## src/rtl/mux4_rr_arbiter_pkg.sv

```systemverilog
// Shared state type, sizing constants and the round-robin pick helper for mux4_rr_arbiter.
package arb_pkg;

   typedef enum logic {ARB_IDLE, ARB_GRANT} arb_state_t;

   localparam int NREQ = 4;
   localparam int SELW = 2;

   // Returns {found, idx}: first requester at or after ptr (mod NREQ) that is not masked by excl.
   function automatic logic [SELW:0] rr_pick(input logic [NREQ-1:0] req,
                                             input logic [SELW-1:0] ptr,
                                             input logic [NREQ-1:0] excl);
      logic [SELW:0]   result;
      logic [SELW-1:0] idx;
      result = '0;
      for (int i = 0; i < NREQ; i++) begin
         idx = ptr + SELW'(i);
         if (!result[SELW] && req[idx] && !excl[idx]) begin
            result = {1'b1, idx};
         end
      end
      return result;
   endfunction

endpackage

```

## src/rtl/mux4_rr_arbiter_if.sv

```systemverilog
// Requester-side bus of the four-way round-robin arbiter; requesters use master, the arbiter uses slave.
interface mux4_rr_arbiter_if #(parameter int WIDTH = 32);

   logic [3:0]       req;
   logic [3:0]       done;
   logic [WIDTH-1:0] d0;
   logic [WIDTH-1:0] d1;
   logic [WIDTH-1:0] d2;
   logic [WIDTH-1:0] d3;
   logic [3:0]       gnt;
   logic [1:0]       sel;
   logic             out_valid;
   logic [WIDTH-1:0] out_data;
   logic             busy;
   logic             timeout;

   modport master (
      output req, done, d0, d1, d2, d3,
      input  gnt, sel, out_valid, out_data, busy, timeout
   );

   modport slave (
      input  req, done, d0, d1, d2, d3,
      output gnt, sel, out_valid, out_data, busy, timeout
   );

endinterface

```

## src/rtl/mux4_rr_arbiter_mux.sv

```systemverilog
// yMux4to1: purely combinational 4:1 data selector shared by the arbitrated requesters.
module yMux4to1 #(
   parameter int WIDTH = 32
) (
   input  logic [WIDTH-1:0] d0_i,
   input  logic [WIDTH-1:0] d1_i,
   input  logic [WIDTH-1:0] d2_i,
   input  logic [WIDTH-1:0] d3_i,
   input  logic [1:0]       sel_i,
   output logic [WIDTH-1:0] z_o
);

   always_comb begin
      case (sel_i)
         2'd0:    z_o = d0_i;
         2'd1:    z_o = d1_i;
         2'd2:    z_o = d2_i;
         default: z_o = d3_i;
      endcase
   end

endmodule

```

## src/rtl/mux4_rr_arbiter.sv

```systemverilog
// Round-robin arbiter sharing one yMux4to1 datapath among four requesters.
// Optional grant watchdog enabled by defining ARB_TIMEOUT_EN (limit set by MAX_HOLD).
module mux4_rr_arbiter
   import arb_pkg::*;
#(
   parameter int WIDTH    = 32,
   parameter int MAX_HOLD = 16
) (
   input logic                clk,
   input logic                rst,
   mux4_rr_arbiter_if.slave   bus
);

   arb_state_t       state_q;
   logic [NREQ-1:0]  gnt_q;
   logic [SELW-1:0]  sel_q;
   logic [SELW-1:0]  ptr_q;
   logic [SELW-1:0]  ptr_d;
   logic [NREQ-1:0]  arbExcl;
   logic [SELW:0]    pick;
   logic             normalEnd;
   logic             holdExpired;
   logic             grantEnd;
   logic             newGrant;
   logic [WIDTH-1:0] muxOut;

`ifdef ARB_TIMEOUT_EN
   logic [7:0]       holdCnt_q;
   logic             timeout_q;
`else
   logic [7:0]       unusedMaxHold;
   assign unusedMaxHold = 8'(MAX_HOLD);
`endif

   // sel_q always names the current grantee while in GRANT, so it indexes its req/done lines.
   always_comb begin
      normalEnd   = bus.done[sel_q] | ~bus.req[sel_q];
`ifdef ARB_TIMEOUT_EN
      holdExpired = (holdCnt_q == 8'(MAX_HOLD - 1)) & ~normalEnd;
`else
      holdExpired = 1'b0;
`endif
      grantEnd    = (state_q == ARB_GRANT) & (normalEnd | holdExpired);
      ptr_d       = grantEnd ? sel_q + 2'd1 : ptr_q;
      arbExcl     = (state_q == ARB_GRANT) ? gnt_q : '0;
      pick        = rr_pick(bus.req, ptr_d, arbExcl);
      newGrant    = pick[SELW] & ((state_q == ARB_IDLE) | grantEnd);
   end

   always_ff @(posedge clk or posedge rst) begin
      if (rst) begin
         state_q   <= ARB_IDLE;
         gnt_q     <= '0;
         sel_q     <= '0;
         ptr_q     <= '0;
`ifdef ARB_TIMEOUT_EN
         holdCnt_q <= '0;
         timeout_q <= 1'b0;
`endif
      end else begin
         ptr_q <= ptr_d;
`ifdef ARB_TIMEOUT_EN
         timeout_q <= grantEnd & holdExpired;
         if (newGrant) begin
            holdCnt_q <= '0;
         end else if (state_q == ARB_GRANT) begin
            holdCnt_q <= holdCnt_q + 8'd1;
         end
`endif
         case (state_q)
            ARB_IDLE: begin
               if (pick[SELW]) begin
                  state_q <= ARB_GRANT;
                  gnt_q   <= 4'b0001 << pick[SELW-1:0];
                  sel_q   <= pick[SELW-1:0];
               end
            end
            ARB_GRANT: begin
               // A finished grant hands straight over to the next pending requester when there is one.
               if (grantEnd) begin
                  if (pick[SELW]) begin
                     gnt_q <= 4'b0001 << pick[SELW-1:0];
                     sel_q <= pick[SELW-1:0];
                  end else begin
                     state_q <= ARB_IDLE;
                     gnt_q   <= '0;
                  end
               end
            end
         endcase
      end
   end

   yMux4to1 #(.WIDTH(WIDTH)) dataMux (
      .d0_i  (bus.d0),
      .d1_i  (bus.d1),
      .d2_i  (bus.d2),
      .d3_i  (bus.d3),
      .sel_i (sel_q),
      .z_o   (muxOut)
   );

   assign bus.out_data  = muxOut;
   assign bus.gnt       = gnt_q;
   assign bus.sel       = sel_q;
   assign bus.busy      = (state_q == ARB_GRANT);
   assign bus.out_valid = |(gnt_q & bus.req);
`ifdef ARB_TIMEOUT_EN
   assign bus.timeout   = timeout_q;
`else
   assign bus.timeout   = 1'b0;
`endif

endmodule

```

## src/flat_wrapper.sv

```systemverilog
// flat-port wrapper written by rule: the top's interface ports become plain ports
module mux4_rr_arbiter_flat import arb_pkg::*;
#(
   parameter int WIDTH    = 32,
   parameter int MAX_HOLD = 16
)
  (clk, rst, bus_req, bus_done, bus_d0, bus_d1, bus_d2, bus_d3, bus_gnt, bus_sel, bus_out_valid, bus_out_data, bus_busy, bus_timeout);
  mux4_rr_arbiter_if #(.WIDTH(WIDTH)) bus_i ();
  input logic clk;
  input logic rst;
  input wire logic [$bits(bus_i.req)-1:0] bus_req;
  input wire logic [$bits(bus_i.done)-1:0] bus_done;
  input wire logic [$bits(bus_i.d0)-1:0] bus_d0;
  input wire logic [$bits(bus_i.d1)-1:0] bus_d1;
  input wire logic [$bits(bus_i.d2)-1:0] bus_d2;
  input wire logic [$bits(bus_i.d3)-1:0] bus_d3;
  output wire logic [$bits(bus_i.gnt)-1:0] bus_gnt;
  output wire logic [$bits(bus_i.sel)-1:0] bus_sel;
  output wire logic [$bits(bus_i.out_valid)-1:0] bus_out_valid;
  output wire logic [$bits(bus_i.out_data)-1:0] bus_out_data;
  output wire logic [$bits(bus_i.busy)-1:0] bus_busy;
  output wire logic [$bits(bus_i.timeout)-1:0] bus_timeout;
  assign bus_i.req = bus_req;
  assign bus_i.done = bus_done;
  assign bus_i.d0 = bus_d0;
  assign bus_i.d1 = bus_d1;
  assign bus_i.d2 = bus_d2;
  assign bus_i.d3 = bus_d3;
  assign bus_gnt = bus_i.gnt;
  assign bus_sel = bus_i.sel;
  assign bus_out_valid = bus_i.out_valid;
  assign bus_out_data = bus_i.out_data;
  assign bus_busy = bus_i.busy;
  assign bus_timeout = bus_i.timeout;
  mux4_rr_arbiter #(.WIDTH(WIDTH), .MAX_HOLD(MAX_HOLD)) u_core (.clk(clk), .rst(rst), .bus(bus_i));
endmodule
```

## config.mk

```make
export PLATFORM = sky130hd
export DESIGN_NAME = mux4_rr_arbiter_flat
export DESIGN_NICKNAME = d
export VERILOG_FILES = /design/src/rtl/mux4_rr_arbiter_pkg.sv /design/src/rtl/mux4_rr_arbiter_if.sv /design/src/rtl/mux4_rr_arbiter_mux.sv /design/src/rtl/mux4_rr_arbiter.sv /design/src/flat_wrapper.sv
export SDC_FILE = /design/constraint.sdc
export NUM_CORES = 1
export LEC_CHECK = 0
export CORE_ASPECT_RATIO = 0.8
export CORE_UTILIZATION = 32
export CTS_BUF_LIST = sky130_fd_sc_hd__clkbuf_16
export DETAILED_ROUTE_END_ITERATION = 8
export PLACE_DENSITY = 0.86
export SLEW_MARGIN = 20
export SYNTH_ARGS = -nofsm -noshare
export SYNTH_HDL_FRONTEND = slang
export SYNTH_SLANG_ARGS = --single-unit
```

## constraint.sdc

```tcl
create_clock -name clk -period 3.3 [get_ports clk]
set_input_delay 0.66 -clock clk [delete_from_list [all_inputs] [get_ports clk]]
set_output_delay 0.66 -clock clk [all_outputs]
set_load 0.1 [all_outputs]
```

==> results of run 1 <==
-- layout make-up --
cell class / instances / share of cell area, %
Clock inverter: 1 / 0.0812
Tap cell: 78 / 2.11
Timing Repair Buffer: 194 / 47.8
Sequential cell: 9 / 4.93
Multi-Input combinational cell: 170 / 40.2
Inverter: 40 / 3.25
Clock buffer: 3 / 1.62
-- state kept, by name, indices dropped and copies added, names as in the netlist --
name	cells
u_core.bus.gnt	4
u_core.bus.sel	2
u_core.ptr_q	2
u_core.bus.busy	1
-- worst max-delay path, cell delays in order --
cell and delay, ns:
clkdlybuf4s50_1 0.55, or3b_1 0.39, a31oi_1 0.21, nor3_1 0.10, o31ai_4 0.33, nand2b_4 0.21
nand2_2 0.08, a311oi_4 0.48, nand3_1 0.18, o21ai_1 0.14
-- cells by family (layout without fill, tap and decap cells) --
family	after synthesis	count (layout)	synth area share, %
AND/OR/NAND/NOR	50	50	16.1
flip-flops	9	9	11.6
XOR/XNOR	2	2	0.905
adder cells (fa/ha/maj)	4	4	2.59
multiplexers	37	37	19.2
AO/OA/AOI/OAI	76	76	36.5
buffers and inverters	61	238	12.9
other	1	1	0.194
-- cell usage after synthesis (2+ instances only) --
library cell,number,share of area (%)
buf_4,2,0.78
nor2_1,4,0.78
a41oi_1,2,0.91
dfrtp_1,9,12
or3b_1,2,0.91
a222oi_1,33,17
a21o_1,2,0.78
a22oi_1,2,0.78
clkbuf_1,14,2.7
o21ai_2,2,0.91
buf_2,4,1.0
nand3b_1,2,0.78
inv_1,39,7.6
a21oi_1,4,1.0
nand2_1,17,3.3
o21ai_1,5,1.3
ha_1,4,2.6
o211ai_1,2,0.78
nand3_1,5,1.3
mux2i_1,36,19
a22o_1,3,1.4
nand4_1,3,0.97
o21ai_0,2,0.52
o31ai_4,2,2.2
a31oi_1,4,1.3
nor3_1,3,0.78
-- routing by layer --
metal  global-route usage, %  vias up
met3                    7.26       36
li1                        -     1295
met1                    38.3     1331
met4                    13.6        0
met5                       0        -
met2                    58.0      203
-- per-stage QoR --
stage	hold slack, ns	setup WS, ns	setup TNS, ns	std cells
6_report	0.574	0.120	0	495
3_3_place_gp	0.546	0.0164	0	491
3_5_place_dp	0.566	-0.0304	-0.0599	491
2_1_floorplan	0.488	0.0973	0	240
5_1_grt	0.596	0.0394	0	495
4_1_cts	0.566	0.163	0	495
-- worst max path at each step --
| stage | end | start | slack, ns |
|---|---|---|---|
| finish | u_core.bus.gnt[3]$_DFFE_PP0P_ | bus_req[0] | 0.12 |
| global route | u_core.bus.gnt[3]$_DFFE_PP0P_ | bus_req[0] | 0.04 |
| global placement | u_core.bus.gnt[0]$_DFFE_PP0P_ | bus_req[0] | 0.02 |
| CTS | u_core.bus.gnt[2]$_DFFE_PP0P_ | bus_req[0] | 0.16 |
| floorplan | bus_out_data[8] | u_core.bus.sel[0]$_DFFE_PP0P_ | 0.1 |
| detailed placement | u_core.bus.gnt[0]$_DFFE_PP0P_ | bus_req[0] | -0.03 |
==> impl_metrics.env, run 1 <==
export IMPL_fin_skew_ns=0.00146
export IMPL_clockBufferDepth=2
export IMPL_met2_length_mm=5.14
export IMPL_slew_violations=0
export IMPL_syn_to_final_growth_pct=139
export IMPL_fillCellCount=340
export IMPL_fmaxAchievable_ghz=0.314
export IMPL_routed_top_layer="met4"
export IMPL_drc=0
export IMPL_syn_avg_cell_area_um2=8.07
export IMPL_final_area_um2=4620
export IMPL_r2r_setup_slack_ns=0.53
export IMPL_drtAntennaViolNets=0
export IMPL_grt_overflow_total=0
export IMPL_start_util_pct=34.3
export IMPL_viasPerCell=5.79
export IMPL_whs_path_depth=2
export IMPL_arrival_ns=3.34
export IMPL_finalCritPeriodShare_pct=96.4
export IMPL_worstHoldPathType="register to register"
export IMPL_cp_data_required_time_ns=3.46
export IMPL_cts_hold_buf=0
export IMPL_hold_viol_final=0
export IMPL_grt_pass1_wl_mm=15.5
export IMPL_synth_edf_count=0
export IMPL_clock_latency_ns=0.23
export IMPL_netlist_area_um2=1940
export IMPL_syn_nets=382
export IMPL_design_core_area_um2=5650
export IMPL_wirelength_mm=10.6
export IMPL_pin_count=179
export IMPL_cp_start_kind="input port"
export IMPL_gp_congestion=0.957
export IMPL_critPathKind="input port to register"
export IMPL_drive_gt1_share_pct=27.3
export IMPL_min_from="u_core.bus.gnt[3]$_DFFE_PP0P_"
export IMPL_netlist_instances=240
export IMPL_critical_path_max_fanout=4
export IMPL_grt_max_degree=33
export IMPL_r2r_end="u_core.bus.gnt[3]$_DFFE_PP0P_"
export IMPL_track_usage_pct=32.8
export IMPL_dp_hpwl_mm=8.64
export IMPL_antenna_cells=0
export IMPL_holdPathEnd="u_core.bus.gnt[3]$_DFFE_PP0P_"
export IMPL_vias=2865
export IMPL_cts_tree="built"
export IMPL_yosys_most_used_dff="dfrtp_1"
export IMPL_placementRows=24
export IMPL_h_tree_depth=1
export IMPL_yosysWarnings=0
export IMPL_setup_viol=0
export IMPL_nets=560
export IMPL_dr_pass1_iters=6
export IMPL_portBuffers=177
export IMPL_root_buffer="clkbuf_16"
export IMPL_layout_commonest_cell="clkdlybuf4s50_1"
export IMPL_yosysUniqueCellTypes=59
export IMPL_fp_dieArea_um2=6370
export IMPL_multi_input_area_um2=1860
export IMPL_outcome="finished, final reports clean"
export IMPL_async_flop_share_pct=100
export IMPL_clkSinkCount=9
export IMPL_regArea_um2=228
export IMPL_clkTransAtPathRegs_ns=0.04
export IMPL_reg2regPathDepth=9
export IMPL_fin_util_pct=81.9
export IMPL_synth_seq_cells=9
export IMPL_rsz0062_at_grt="false"
export IMPL_wl_met1_mm=3.93
export IMPL_r2r_start="u_core.bus.sel[1]$_DFFE_PP0P_"
export IMPL_yosysSeqAreaShare_pct=11.6
export IMPL_antenna_found_initial=0
export IMPL_period_needed_ns=3.18
export IMPL_grt_pass1_vias=2898
export IMPL_wl_met3_mm=1.10
export IMPL_cap_viol_max_count=0
export IMPL_post_cts_buffers=0
export IMPL_final_cell_mix="clkdlybuf4s50_1, inv_1, a222oi_1, buf_12, mux2i_4"
export IMPL_die_x_um=89.0
export IMPL_cts_resized=0
export IMPL_drt_initial_drc_count=246
export IMPL_endpoint_kind="register"
export IMPL_max_slew_margin_pct=56.9
export IMPL_fp_dieH_um=71.6
export IMPL_placed_area_um2=4540
export IMPL_worstMarginPinSlew_ns=0.646
export IMPL_wl_per_cell_um=21.4
export IMPL_numCtsBuffers=3
Power of run 1 is not shown: default switching activity piles up to over one toggle a cycle in this logic, so the estimate is an artifact.
==> run 2, diff against run 1 <==
--- a/config.mk
+++ b/config.mk
@@ -9,6 +9,7 @@
 export CORE_UTILIZATION = 32
 export CTS_BUF_LIST = sky130_fd_sc_hd__clkbuf_16
 export DETAILED_ROUTE_END_ITERATION = 8
+export GPL_TIMING_DRIVEN = 0
 export PLACE_DENSITY = 0.86
 export SLEW_MARGIN = 20
 export SYNTH_ARGS = -nofsm -noshare
==> constraint.sdc (replaced) <==
create_clock -name clk -period 3.1 [get_ports clk]
set_input_delay 0.62 -clock clk [delete_from_list [all_inputs] [get_ports clk]]
set_output_delay 0.62 -clock clk [all_outputs]
set_load 0.1 [all_outputs]
==> run 2 against run 1 <==
Worst setup slack got worse by 0.031 ns. Design area fell by 8.9%. Sequential share of layout area grew 0.48 points. Non-clock buffer count up 7. Register-to-register slack worse by 0.16 ns. Critical path depth down 4. Worst hold slack better by 0.010 ns. Count of clock-buffer cells in the layout unchanged. First-iteration DRC count rose by 2.0%. Die area unchanged. Global-route usage down 1.6 points. Cell count grew 1.4%.
==> impl_metrics.env, run 2 (synthesis results as in run 1) <==
export IMPL_dr_pass1_iters=5
export IMPL_grt_overflow_total=0
export IMPL_gp_congestion=0.939
export IMPL_viasPerCell=5.71
export IMPL_placementRows=24
export IMPL_clkTransAtPathRegs_ns=0.04
export IMPL_h_tree_depth=1
export IMPL_met2_usage_pct=54.9
export IMPL_design_core_area_um2=5650
export IMPL_arrival_ns=2.39
export IMPL_stdcell_count=502
export IMPL_grt_busiest_layer="met2"
export IMPL_cp_start_kind="register"
export IMPL_critPathKind="register to primary output"
export IMPL_hold_viol_final=0
export IMPL_fp_dieH_um=71.6
export IMPL_timing_hold_ws_ns=0.584
export IMPL_placed_area_um2=4200
export IMPL_cap_viol_max_count=0
export IMPL_met1_usage_pct=38.1
export IMPL_portBuffers=176
export IMPL_endpoint_kind="primary output"
export IMPL_post_place_cells=494
export IMPL_max_slew_margin_pct=33.7
export IMPL_syn_to_final_growth_pct=118
export IMPL_cts_hold_buf=0
export IMPL_grt_max_degree=11
export IMPL_largest_reg_flops=4
export IMPL_grt_pass1_vias=2929
export IMPL_drt_initial_drc_count=251
export IMPL_wirelength_mm=10.1
export IMPL_nets=567
export IMPL_clkSinkCount=9
export IMPL_fmaxAchievable_ghz=0.332
export IMPL_antenna_cells=0
export IMPL_setup_viol=0
export IMPL_root_buffer="clkbuf_16"
export IMPL_final_area_um2=4210
export IMPL_period_needed_ns=3.01
export IMPL_slew_violations=0
export IMPL_finalCritPeriodShare_pct=97.1
export IMPL_antenna_found_initial=0
export IMPL_die_x_um=89.0
export IMPL_drive_gt1_share_pct=27.1
export IMPL_clockBufferDepth=2
export IMPL_grt_pass1_wl_mm=15.2
export IMPL_numCtsBuffers=3
export IMPL_final_cell_mix="clkdlybuf4s50_1, inv_1, a222oi_1"
export IMPL_wl_per_cell_um=20.0
export IMPL_outcome="finished, final reports clean"
export IMPL_cp_data_required_time_ns=2.48
export IMPL_drtAntennaViolNets=0
export IMPL_track_usage_pct=31.2
export IMPL_drc=0
export IMPL_worstHoldPathType="register to register"
export IMPL_vias=2866
export IMPL_fin_skew_ns=0.00280
export IMPL_met3_usage_pct=6.34
export IMPL_cts_tree="built"
export IMPL_pin_count=179
export IMPL_dp_hpwl_mm=8.05
export IMPL_worstMarginPinSlew_ns=0.998
export IMPL_fp_dieArea_um2=6370
export IMPL_critical_path_max_fanout=10
export IMPL_start_util_pct=34.3
export IMPL_layout_commonest_cell="clkdlybuf4s50_1"
export IMPL_clock_latency_ns=0.23
==> run 2: cell type report <==
class,count,area [um2]
plain buffers,21,124
well taps,78,97.6
flip-flops and latches,9,228
repair buffers,180,1650
fillers,438,1430
clock inverters,1,3.75
clock buffers,3,75.1
inverters,40,150
multi-input cells,170,1880
==> run 2: stage by stage <==
step           utilization [%]  TNS [ns]  setup slack, ns
2_1_floorplan                -         0           0.0423
3_3_place_gp              74.4    -13.82           -0.438
3_5_place_dp              74.4    -14.92           -0.506
4_1_cts                   73.2         0          0.00134
5_1_grt                   74.6  -0.00229         -0.00229
6_report                  74.6         0           0.0893
==> run 2: timing repair <==
| action | CTS | global route |
|---|---|---|
| pin swaps | 7 | 10 |
| endpoints found under the setup margin | 38 | 37 |
| buffers inserted | 0 | 4 |
| resized for setup | 161 | 32 |
==> run 2: layer usage <==
layer  share of wire (%)  up-vias  wire (um)
li1                    -     1312          -
met1                  39     1345       3920
met2                  47      184       4740
met3                  11       25       1070
met4                 3.1        0        314
met5                   0        -          0
==> run 2: path summary, 6_finish.rpt <==
path | startpoint | end | slack (ns) | depth (start not counted)
setup / recovery | u_core.bus.sel[0]$_DFFE_PP0P_ | bus_out_data[9] | 0.09 | 6
hold / removal | u_core.bus.gnt[2]$_DFFE_PP0P_ | u_core.bus.gnt[2]$_DFFE_PP0P_ | 0.58 | 1
setup reg to reg | u_core.bus.busy$_DFF_PP0_ | u_core.bus.gnt[1]$_DFFE_PP0P_ | 0.37 | 9
hold reg to reg | u_core.bus.gnt[2]$_DFFE_PP0P_ | u_core.bus.gnt[2]$_DFFE_PP0P_ | 0.58 | 1
max in group asynchronous | rst | u_core.bus.sel[0]$_DFFE_PP0P_ | 2.19 | 2
min in group asynchronous | rst | u_core.bus.busy$_DFF_PP0_ | 0.65 | 2
==> run 2: critical path: stages, from the launching register on <==
cell,delay (ns)
dfrtp_2,0.46
inv_2,0.14
ha_1,0.29
clkbuf_2,0.23
a222oi_1,0.59
mux2i_4,0.11
clkbuf_4,0.31
Power of run 2 is left out for the same reason.
